--- src/rtl/fpu_pkg.sv ---
// Shared FPU opcode constants, register-file geometry and opcode decode helpers.
package fpu_pkg;

  localparam logic [5:0] OP_FADD  = 6'b110000;
  localparam logic [5:0] OP_FSUB  = 6'b110001;
  localparam logic [5:0] OP_FMUL  = 6'b110010;
  localparam logic [5:0] OP_FMULN = 6'b110011;
  localparam logic [5:0] OP_FINV  = 6'b110100;
  localparam logic [5:0] OP_FSQRT = 6'b110101;

  localparam int unsigned FPU_LATENCY = 3;
  localparam int unsigned FREG_AW     = 5;

  function automatic logic is_fpu_op(input logic [5:0] op);
    return (op >= OP_FADD) && (op <= OP_FSQRT);
  endfunction

  // finv and fsqrt are unary, so their rt field is ignored for hazards.
  function automatic logic uses_rt(input logic [5:0] op);
    return !((op == OP_FINV) || (op == OP_FSQRT));
  endfunction

endpackage

--- src/rtl/fpu_inflight_pipe.sv ---
// LATENCY-deep {valid, addr} shift register tracking FPU ops in flight; head is the
// entry writing back this cycle.
module fpu_inflight_pipe
  import fpu_pkg::*;
#(
  parameter int unsigned LATENCY = FPU_LATENCY,
  parameter int unsigned AW      = FREG_AW
) (
  input  logic          clk,
  input  logic          rst_n,
  input  logic          i_push_valid,
  input  logic [AW-1:0] i_push_addr,
  output logic          o_head_valid,
  output logic [AW-1:0] o_head_addr
);

  logic [LATENCY-1:0] r_valid;
  logic [AW-1:0]      r_addr [LATENCY];

  always_ff @(posedge clk or negedge rst_n) begin
    if (!rst_n) begin
      r_valid <= '0;
      r_addr  <= '{default: '0};
    end else begin
      r_valid[0] <= i_push_valid;
      r_addr[0]  <= i_push_addr;
      for (int k = 1; k < LATENCY; k++) begin
        r_valid[k] <= r_valid[k-1];
        r_addr[k]  <= r_addr[k-1];
      end
    end
  end

  assign o_head_valid = r_valid[LATENCY-1];
  assign o_head_addr  = r_addr[LATENCY-1];

endmodule

--- src/rtl/fpu_issue_scoreboard.sv ---
// FPU issue scoreboard: RAW/WAW stall, FP register-file write-port arbitration, load
// starvation guard. Define FPU_SCOREBOARD_STATS_EN to add stall/fire counters.
module fpu_issue_scoreboard
  import fpu_pkg::*;
#(
  parameter int unsigned LATENCY      = FPU_LATENCY,
  parameter int unsigned STARVE_LIMIT = 4
) (
  input  logic               clk,
  input  logic               rst_n,
  input  logic               i_issue_valid,
  input  logic [5:0]         i_issue_op,
  input  logic [FREG_AW-1:0] i_issue_rd,
  input  logic [FREG_AW-1:0] i_issue_rs,
  input  logic [FREG_AW-1:0] i_issue_rt,
  output logic               o_stall,
  output logic               o_fire,
  input  logic               i_ld_req,
  input  logic [FREG_AW-1:0] i_ld_addr,
  output logic               o_ld_grant,
  output logic               o_wb_enable,
  output logic [FREG_AW-1:0] o_wb_addr,
  output logic               o_wb_sel
`ifdef FPU_SCOREBOARD_STATS_EN
  ,
  output logic [31:0]        o_stat_stall_cycles,
  output logic [31:0]        o_stat_fire_count
`endif
);

  localparam logic [2:0] StarveLim = 3'(STARVE_LIMIT);

  logic [31:0]        r_pend;
  logic [31:0]        w_pend_d;
  logic [2:0]         r_starve;
  logic [2:0]         w_starve_d;
  logic               w_fpu_op;
  logic               w_hazard;
  logic               w_block_issue;
  logic               w_head_valid;
  logic [FREG_AW-1:0] w_head_addr;

  fpu_inflight_pipe #(
    .LATENCY (LATENCY),
    .AW      (FREG_AW)
  ) u_pipe (
    .clk          (clk),
    .rst_n        (rst_n),
    .i_push_valid (o_fire),
    .i_push_addr  (i_issue_rd),
    .o_head_valid (w_head_valid),
    .o_head_addr  (w_head_addr)
  );

  // Registered pend only: a write completing this cycle still blocks (no bypass).
  assign w_fpu_op      = is_fpu_op(i_issue_op);
  assign w_hazard      = r_pend[i_issue_rs] | (uses_rt(i_issue_op) & r_pend[i_issue_rt]) |
                         r_pend[i_issue_rd];
  assign w_block_issue = (r_starve >= StarveLim) & i_ld_req;
  assign o_stall       = i_issue_valid & w_fpu_op & (w_hazard | w_block_issue);
  assign o_fire        = i_issue_valid & w_fpu_op & ~o_stall;

  // A load waits behind any in-flight write to its register; FPU always owns the port.
  assign o_ld_grant = i_ld_req & ~w_head_valid & ~r_pend[i_ld_addr];

  always_comb begin
    o_wb_enable = 1'b0;
    o_wb_addr   = '0;
    o_wb_sel    = 1'b0;
    if (w_head_valid) begin
      o_wb_enable = 1'b1;
      o_wb_addr   = w_head_addr;
    end else if (o_ld_grant) begin
      o_wb_enable = 1'b1;
      o_wb_addr   = i_ld_addr;
      o_wb_sel    = 1'b1;
    end
  end

  always_comb begin
    w_pend_d = r_pend;
    if (w_head_valid) w_pend_d[w_head_addr] = 1'b0;
    if (o_fire)       w_pend_d[i_issue_rd]  = 1'b1;
  end

  always_comb begin
    w_starve_d = r_starve;
    if (!i_ld_req || o_ld_grant) begin
      w_starve_d = '0;
    end else if (r_starve != 3'd7) begin
      w_starve_d = r_starve + 3'd1;
    end
  end

  always_ff @(posedge clk or negedge rst_n) begin
    if (!rst_n) begin
      r_pend   <= '0;
      r_starve <= '0;
    end else begin
      r_pend   <= w_pend_d;
      r_starve <= w_starve_d;
    end
  end

`ifdef FPU_SCOREBOARD_STATS_EN
  logic [31:0] r_stat_stall;
  logic [31:0] r_stat_fire;

  always_ff @(posedge clk or negedge rst_n) begin
    if (!rst_n) begin
      r_stat_stall <= '0;
      r_stat_fire  <= '0;
    end else begin
      if (o_stall) r_stat_stall <= r_stat_stall + 32'd1;
      if (o_fire)  r_stat_fire  <= r_stat_fire + 32'd1;
    end
  end

  assign o_stat_stall_cycles = r_stat_stall;
  assign o_stat_fire_count   = r_stat_fire;
`endif

endmodule
--- config.mk ---
export PLATFORM = sky130hd
export DESIGN_NAME = fpu_issue_scoreboard
export DESIGN_NICKNAME = d
export VERILOG_FILES = /design/src/rtl/fpu_pkg.sv /design/src/rtl/fpu_inflight_pipe.sv /design/src/rtl/fpu_issue_scoreboard.sv
export SDC_FILE = /design/constraint.sdc
export NUM_CORES = 1
export LEC_CHECK = 0
export CAP_MARGIN = 20
export CORE_MARGIN = 2
export CORE_UTILIZATION = 60
export DETAILED_ROUTE_END_ITERATION = 12
export PLACE_DENSITY = 0.85
export SYNTH_ARGS = -nofsm -noshare
export SYNTH_HDL_FRONTEND = slang
export SYNTH_SLANG_ARGS = --single-unit
--- constraint.sdc ---
create_clock -name clk -period 3.7 [get_ports clk]
set_clock_uncertainty 0.1 [all_clocks]
set_input_delay 0.555 -clock clk [delete_from_list [all_inputs] [get_ports clk]]
set_output_delay 0.555 -clock clk [all_outputs]
set_load 0.05 [all_outputs]
==> results of run 1 <==
-- metrics by stage --
stage	hold WS (ns)	cells
2_1_floorplan	0.159	272
3_3_place_gp	0.232	376
3_5_place_dp	0.236	376
4_1_cts	0.255	385
5_1_grt	0.270	386
6_report	0.242	386
-- flip-flops by register name, indices dropped and copies added, names as in the netlist --
signal              count
r_pend                 32
r_starve                3
u_pipe.o_head_addr      5
u_pipe.r_addr          10
u_pipe.r_valid          3
-- cell usage after synthesis --
master     number
mux4_1          3
a211oi_1        1
nand4b_4        1
inv_1           4
mux2i_1        14
o41ai_1         3
or3_1           2
clkbuf_1       10
a21oi_1         1
or2_2           1
nand2_1        12
nand3_1         6
and3_1          2
xor2_1          1
nand3b_1        7
a311o_1         1
a2bb2oi_1       1
o21ai_0        34
o41ai_2         5
o311ai_1        1
o2111ai_1       1
nor3_2          1
mux2_2          3
a22o_1          4
nor2_1         10
buf_1           4
nand2b_1        3
o22ai_1         4
o31ai_1        25
and2b_1         1
nor4b_1         2
a31oi_1         3
ha_1            2
dfrtp_1        53
nor2_2          1
o211ai_1        2
nor2b_1         3
a32o_1          2
a2111oi_0       1
buf_6           4
buf_2           4
or3b_2          3
mux4_2         26
-- per-layer routing --
metal  global-route usage [%]  part of all wire, %  up-vias  wire [um]
li1                         -                    -     1184          -
met1                     44.0                   36     1410       3530
met2                     50.7                   47      253       4650
met3                     9.43                   12       54       1220
met4                     14.0                  4.0        0        392
met5                        0                    0        -          0
-- timing repair --
action / 4_1_cts / 5_1_grt
hold endpoints to repair: 0 / 0
setup endpoints to repair: 1 / 8
gates resized for setup: 0 / 5
pin swaps: 2 / 2
buffers inserted: 1 / 0
cloned: 0 / 1
-- logic make-up after synthesis --
group                      count (synthesis)  share of synthesized area (%)
AOI/OAI and AO/OA                         89                           19.3
xor gates and xnor gates                   1                          0.266
adders and majority gates                  2                          0.760
buffers and inverters                     26                           4.03
DFF                                       53                           40.3
muxes                                     46                           25.5
and+or+nand+nor                           55                           9.88
-- critical path, cell delays in order --
cell and delay (ns):
clkdlybuf4s50_1 0.66, mux4_2 0.39, mux4_2 0.49, mux2i_1 0.17, nand2_1 0.13, nor2_4 0.18, a22o_1 0.24, buf_12 0.16
-- where the power goes --
part           internal, mW  switching (mW)
Combinational        0.0737          0.0865
Sequential            0.590          0.0120
Clock                 0.135           0.198
Total                 0.798           0.297
-- final cells by class --
| cell class | instances | area share [%] |
|---|---|---|
| clock buffers | 5 | 1.71 |
| clock inverters | 3 | 0.561 |
| inverters | 4 | 0.374 |
| multi-input cells | 193 | 45.9 |
| flip-flops and latches | 53 | 33.0 |
| well taps | 70 | 2.18 |
| repair buffers | 58 | 16.3 |
-- final timing paths --
check | to | startpoint | slack, ns | cells past startpoint
max | o_wb_addr[3] | i_ld_addr[1] | 0.07 | 8
min | r_starve[0] | rst_n | 0.24 | 2
max reg2reg | r_pend[25] | r_pend[31] | 0.89 | 7
min reg2reg | u_pipe.o_head_addr[0] | u_pipe.r_addr[5] | 0.26 | 0
max in group asynchronous | r_pend[12] | rst_n | 2.80 | 2
min in group clk | u_pipe.o_head_addr[0] | u_pipe.r_addr[5] | 0.26 | 0
==> reports/qor.yml, run 1 <==
run_status:
  status: "finished, final reports clean"
floorplan:
  die_w_um: 78.1
  core_sq_mm: 0.00520
  die_area_sq_mm: 0.00610
  ios: 40
  die_h_um: 78.1
  start_util_pct: 63.3
  placementRows: 26
cells_and_area:
  register_area_sq_mm: 0.00133
  area_growth_pct: 21.9
  stdcell_area_sq_mm: 0.00401
  fillCellCount: 327
  antennaDiodeCount: 0
  multiInputGateArea_sq_mm: 0.00184
  fin_util_pct: 77.1
  layout-drive-gt1-share_pct: 25.6
  fin_nets: 347
  layout_commonest_cell: "dfrtp_1"
  layout_common_cells: "dfrtp_1 (53), o21ai_0 (34), mux4_2 (26)"
logic_synthesis:
  yosys.area.top_type: "dfrtp_1"
  synth-seq-cells: 53
  synth_area_sq_mm: 0.00329
  synth_area_leaders: "dfrtp_1 (40%), mux4_2 (18%), o31ai_1 (5.7%), o21ai_0 (5.2%), mux2i_1 (4.3%)"
  syn_inst: 272
  yosysTopAreaCellShare_pct: 40.3
  synthesis.nets: 304
  ys_seq_area_share_pct: 40.3
  ys_types: 43
  avgSynthCellArea_sq_um: 12.1
  yosysWarnings: 0
timing:
  relSlewSlack_pct: 56.0
  max_freq_mhz: 276
  layout_setup_ws_ns: 0.0727
  rsz0062_at_grt: "false"
  tightestPinTransition_ns: 0.660
  setup_viol: 0
  finalSetupTns_ns: 0
  maxSlewViolCount: 0
  finalCriticalPeriod_ns: 3.63
  hold_viol: 0
  min_period_over_period_pct: 98.0
clock_tree:
  clock_latency_ns: 0.32
  numCtsBuffers: 5
  htreeDepth: 2
  cts_hold_buf: 0
  clockBufferDepth: 2
  cts_root_buf: "clkbuf_8"
  cts.sinks: 53
  cts.clk_slew.worst_paths_ns: 0.10
  tritoncts: "done"
worst_setup_path:
  start_kind: "input port"
  worstPathMaxFanout: 6
  arrival_ns: 2.97
  end_kind: "output pin"
  required_ns: 3.04
  path_class: "input port to output pin"
job:
  max_cap_violations: 0
detailed_routing:
  viasPerCell: 7.52
  drt-initial-drc-count: 298
  num_vias: 2901
  drc: 0
  ant_nets: 0
  wirelength_mm: 9.80
  wl_per_cell_um: 25.4
  firstDrtPassIters: 5
global_route:
  grt_pass1_vias: 2754
  grt_first_pass_wirelength_mm: 14.7
  track_usage_pct: 32.8
  antenna_found_initial: 0
  grt_max_degree: 54
  grt-ovfl-total: 0
min_path:
  hold_path_class: "input port to async pin"
placement:
  gp_congestion: 0.931
  placedInstanceArea_sq_mm: 0.00388
  port-buffer-count: 38
  place_ws_ns: 0.00420
  hpwl_mm: 6.63
pwr:
  leakagePower_nw: 1.42
  vdd_drop_max_mv: 0.353
  p_total_mw: 1.10
  power.density_mw_per_mm2: 273
No activity file was read; power rests on OpenSTA's default activity.
==> run 2: changes to the inputs <==
--- a/config.mk
+++ b/config.mk
@@ -5,11 +5,13 @@
 export SDC_FILE = /design/constraint.sdc
 export NUM_CORES = 1
 export LEC_CHECK = 0
+export ABC_AREA = 1
 export CAP_MARGIN = 20
 export CORE_MARGIN = 2
-export CORE_UTILIZATION = 60
+export CORE_UTILIZATION = 62
+export CTS_CLUSTER_DIAMETER = 100
 export DETAILED_ROUTE_END_ITERATION = 12
-export PLACE_DENSITY = 0.85
+export PLACE_DENSITY = 0.86
 export SYNTH_ARGS = -nofsm -noshare
 export SYNTH_HDL_FRONTEND = slang
 export SYNTH_SLANG_ARGS = --single-unit
==> run 2 against run 1 <==
  * Design area increased by 8.8%
  * Synthesized cell count increased by 110%
  * Total power increased by 16%
  * Critical path depth increased by 3
  * Global-route usage increased by 2.9 points
  * Sequential power increased by 1%
  * Core utilization decreased by 2.9 points
  * Fmax increased by 8.4%
  * Non-clock buffer count decreased by 7
  * Routed wire length increased by 17%
  * First-iteration DRC count increased by 23%
  * Clock power increased by 6%
  * Highest routed layer unchanged
==> reports/qor.yml, run 2 <==
logic_synthesis:
  synth_edf_count: 0  # unchanged
  yosysTopAreaCellShare_pct: 35.2  # was 40.3%
  yosysWarnings: 0  # unchanged
  yosys.area.top_type: "dfrtp_1"  # unchanged
  ys_types: 27  # was 43
  synth_async_sr_flop_share_pct: 100  # unchanged
  synth_area_sq_mm: 0.00377  # was 0.00329 sq mm
  synth_most_common_cell: "nand2_1"  # was dfrtp_1
  syn_inst: 579  # was 272
  synthesis.nets: 611  # was 304
  synth_common_cells: "nand2_1 (175), nand3_1 (82), inv_1 (66)"  # was dfrtp_1 (53), o21ai_0 (34), mux4_2 (26)
  synth-seq-cells: 53  # unchanged
  synth_area_leaders: "dfrtp_1 (35%), nand2_1 (17%), nand3_1 (11%), inv_1 (6.6%), o21ai_0 (6.2%)"  # was dfrtp_1 (40%), mux4_2 (18%), o31ai_1 (5.7%), o21ai_0 (5.2%), mux2i_1 (4.3%)
  ys_seq_area_share_pct: 35.2  # was 40.3%
  avgSynthCellArea_sq_um: 6.51  # was 12.1 sq um
  synthFlopType: "dfrtp_1"  # unchanged
run_status:
  status: "finished, final reports clean"  # unchanged
pwr:
  pwr-share-clk_pct: 27.7  # was 30.4%
  seqPwrFrac_pct: 48.0  # was 55.0%
  leakagePower_nw: 2.11  # was 1.42 nW
  switchingPower_uw: 407  # was 297 uW
  vdd_drop_max_mv: 0.322  # was 0.353 mV
  swShare_pct: 32.1  # was 27.1%
  intPower_uw: 862  # was 798 uW
  p_comb_share_pct: 24.3  # was 14.6%
  power.density_mw_per_mm2: 291  # was 273 mW/mm^2
floorplan:
  core_sq_mm: 0.00589  # was 0.00520 sq mm
  die_w_um: 82.0  # was 78.1 um
  die_h_um: 82.0  # was 78.1 um
  ios: 40  # unchanged
  start_util_pct: 64.0  # was 63.3%
  placementRows: 28  # was 26
  die_area_sq_mm: 0.00672  # was 0.00610 sq mm
global_route:
  grt-ovfl-total: 0  # unchanged
  grt_pass1_vias: 3807  # was 2754
  grt_first_pass_wirelength_mm: 17.9  # was 14.7 mm
  antenna_found_initial: 0  # unchanged
  grt_max_degree: 54  # unchanged
  track_usage_pct: 35.6  # was 32.8%
clock_tree:
  numCtsBuffers: 5  # unchanged
  htreeDepth: 2  # unchanged
  cts_hold_buf: 0  # unchanged
  tritoncts: "done"  # unchanged
  clockBufferDepth: 2  # unchanged
  cts_root_buf: "clkbuf_8"  # unchanged
  post-cts-setup-buffer-count: 0  # was 1
  cts_resized: 0  # unchanged
  clock_latency_ns: 0.31  # was 0.32 ns
  cts.clk_slew.worst_paths_ns: 0.10  # about the same
  cts.sinks: 53  # unchanged
timing:
  min_period_over_period_pct: 90.4  # was 98.0%
  setup_viol: 0  # unchanged
  finalCriticalPeriod_ns: 3.34  # was 3.63 ns
  finalSetupTns_ns: 0  # unchanged
  rsz0062_at_grt: "false"  # unchanged
  relSlewSlack_pct: 35.0  # was 56.0%
  layout_setup_ws_ns: 0.355  # was 0.0727 ns
  maxSlewViolCount: 0  # unchanged
  hold_viol: 0  # unchanged
  tightestPinTransition_ns: 0.974  # was 0.660 ns
  max_freq_mhz: 299  # was 276 MHz
worst_setup_path:
  r2r_cells: 10  # was 7
  cpMostUsedCell: "nand3_1"  # was mux4_2
  worstPathMaxFanout: 28  # was 6
  start_kind: "input port"  # unchanged
  max_stage_delay_ns: 0.45  # was 0.66 ns
  crit_chain: "clkdlybuf4s50_1 -> buf_4 -> inv_1 -> o21ai_0 -> nand3_1 -> nand3_1 -> nand3_1 -> nand2_1 -> nand3_1 -> o21ai_0 -> buf_12"  # was clkdlybuf4s50_1 -> mux4_2 -> mux4_2 -> mux2i_1 -> nand2_1 -> nor2_4 -> a22o_1 -> buf_12
  cpLargestDelayFamily: "buffers and inverters"  # was multiplexers
  arrival_ns: 2.69  # was 2.97 ns
  end_kind: "output pin"  # unchanged
  r2r_start: "r_pend[12]"  # was r_pend[31]
  required_ns: 3.04  # about the same
  r2r-end: "r_pend[31]"  # was r_pend[25]
  cp_num_buf_inv: 4  # was 2
  reg2reg_slack_ns: 1.73  # was 0.89 ns
  critPathSlowestCell: "clkdlybuf4s50_1"  # unchanged
  path_class: "input port to output pin"  # unchanged
  path_depth: 11  # was 8
cells_and_area:
  layout_common_cells: "nand2_1 (175), nand3_1 (82), inv_1 (66)"  # was dfrtp_1 (53), o21ai_0 (34), mux4_2 (26)
  layout-drive-gt1-share_pct: 6.54  # was 25.6%
  antennaDiodeCount: 0  # unchanged
  layout_commonest_cell: "nand2_1"  # was dfrtp_1
  largest_register_ffs: 32  # unchanged
  area_growth_pct: 15.9  # was 21.9%
  regMostFlops: "r_pend"  # unchanged
  fin_nets: 643  # was 347
detailed_routing:
  drt-initial-drc-count: 368  # was 298
  ant_nets: 0  # unchanged
  firstDrtPassIters: 5  # unchanged
  num_vias: 4190  # was 2901
  drc: 0  # unchanged
  wirelength_mm: 11.5  # was 9.80 mm
  wl_per_cell_um: 16.7  # was 25.4 um
  viasPerCell: 6.10  # was 7.52
placement:
  port-buffer-count: 38  # unchanged
  place_ws_ns: 0.379  # was 0.00420 ns
  gp_congestion: 0.990  # was 0.931
  hpwl_mm: 8.38  # was 6.63 mm
min_path:
  min-delay-start: "u_pipe.r_addr[10]"
  min_path_cells: 0
  min_to: "u_pipe.r_addr[5]"
  hold_path_class: "flip-flop to flip-flop"  # was input port to async pin
job:
  max_cap_violations: 0  # unchanged
==> run 2: final cells by class <==
cell class / instances / area, sq um
repair buffers: 51 / 588
well taps: 75 / 93.8
multi-input cells: 431 / 2000
clock buffers: 6 / 82.6
inverters: 69 / 262
fillers: 492 / 1520
clock inverters: 2 / 17.5
flip-flops and latches: 53 / 1330
==> run 2: kinds of logic after synthesis <==
logic type / synth area share, %
AO/OA/AOI/OAI: 10.2
adder cells (fa/ha/maj): 0.664
multiplexers: 0.531
AND/OR/NAND/NOR: 41.3
buffers and inverters: 11.8
XOR/XNOR: 0.233
flip-flops: 35.2
==> run 2: worst max path at each step <==
stage              endpoint  slack (ns)    startpoint
3_3_place_gp   o_wb_addr[2]        0.41  i_ld_addr[0]
3_5_place_dp   o_wb_addr[1]        0.38  i_ld_addr[0]
4_1_cts        o_wb_addr[1]        0.37  i_ld_addr[0]
2_1_floorplan  o_wb_addr[0]        0.42  i_ld_addr[0]
5_1_grt        o_wb_addr[1]        0.04  i_ld_addr[0]
6_report       o_wb_addr[1]        0.36  i_ld_addr[0]
==> run 2: power groups by stage <==
stage / clock [mW] / sequential, mW / combinational [mW]
after global placement: 0 / 0.619 / 0.290
after CTS: 0.354 / 0.609 / 0.300
final: 0.352 / 0.610 / 0.308
after detailed placement: 0 / 0.621 / 0.297
after global routing: 0.376 / 0.611 / 0.336
after floorplan: 0 / 0.615 / 0.192
==> run 2: metal layers <==
layer | routed length [um] | GRT usage, % | vias to the layer above
met5 | 0 | 0 | -
li1 | - | - | 1964
met4 | 388 | 15.8 | 0
met3 | 1370 | 4.95 | 43
met2 | 5330 | 58.9 | 302
met1 | 4370 | 46.6 | 1881
==> run 2: per-stage QoR <==
step / instances / power [mW] / utilization (%) / instance area (sq um) / hold WS [ns]
2_1_floorplan: 579 / 0.807 / - / 3770 / 0.159
3_3_place_gp: 677 / 0.909 / 72.0 / 4240 / 0.231
3_5_place_dp: 677 / 0.918 / 72.0 / 4240 / 0.236
4_1_cts: 685 / 1.26 / 73.7 / 4340 / 0.258
5_1_grt: 687 / 1.32 / 74.2 / 4370 / 0.263
6_report: 687 / 1.27 / 74.2 / 4370 / 0.255
==> run 3: changes to the inputs <==
--- a/config.mk
+++ b/config.mk
@@ -9,7 +9,6 @@
 export CAP_MARGIN = 20
 export CORE_MARGIN = 2
 export CORE_UTILIZATION = 62
-export CTS_CLUSTER_DIAMETER = 100
 export DETAILED_ROUTE_END_ITERATION = 12
 export PLACE_DENSITY = 0.86
 export SYNTH_ARGS = -nofsm -noshare
==> results of run 3 <==
Same layout as run 2: the final DEF is identical, and so are final timing and power.
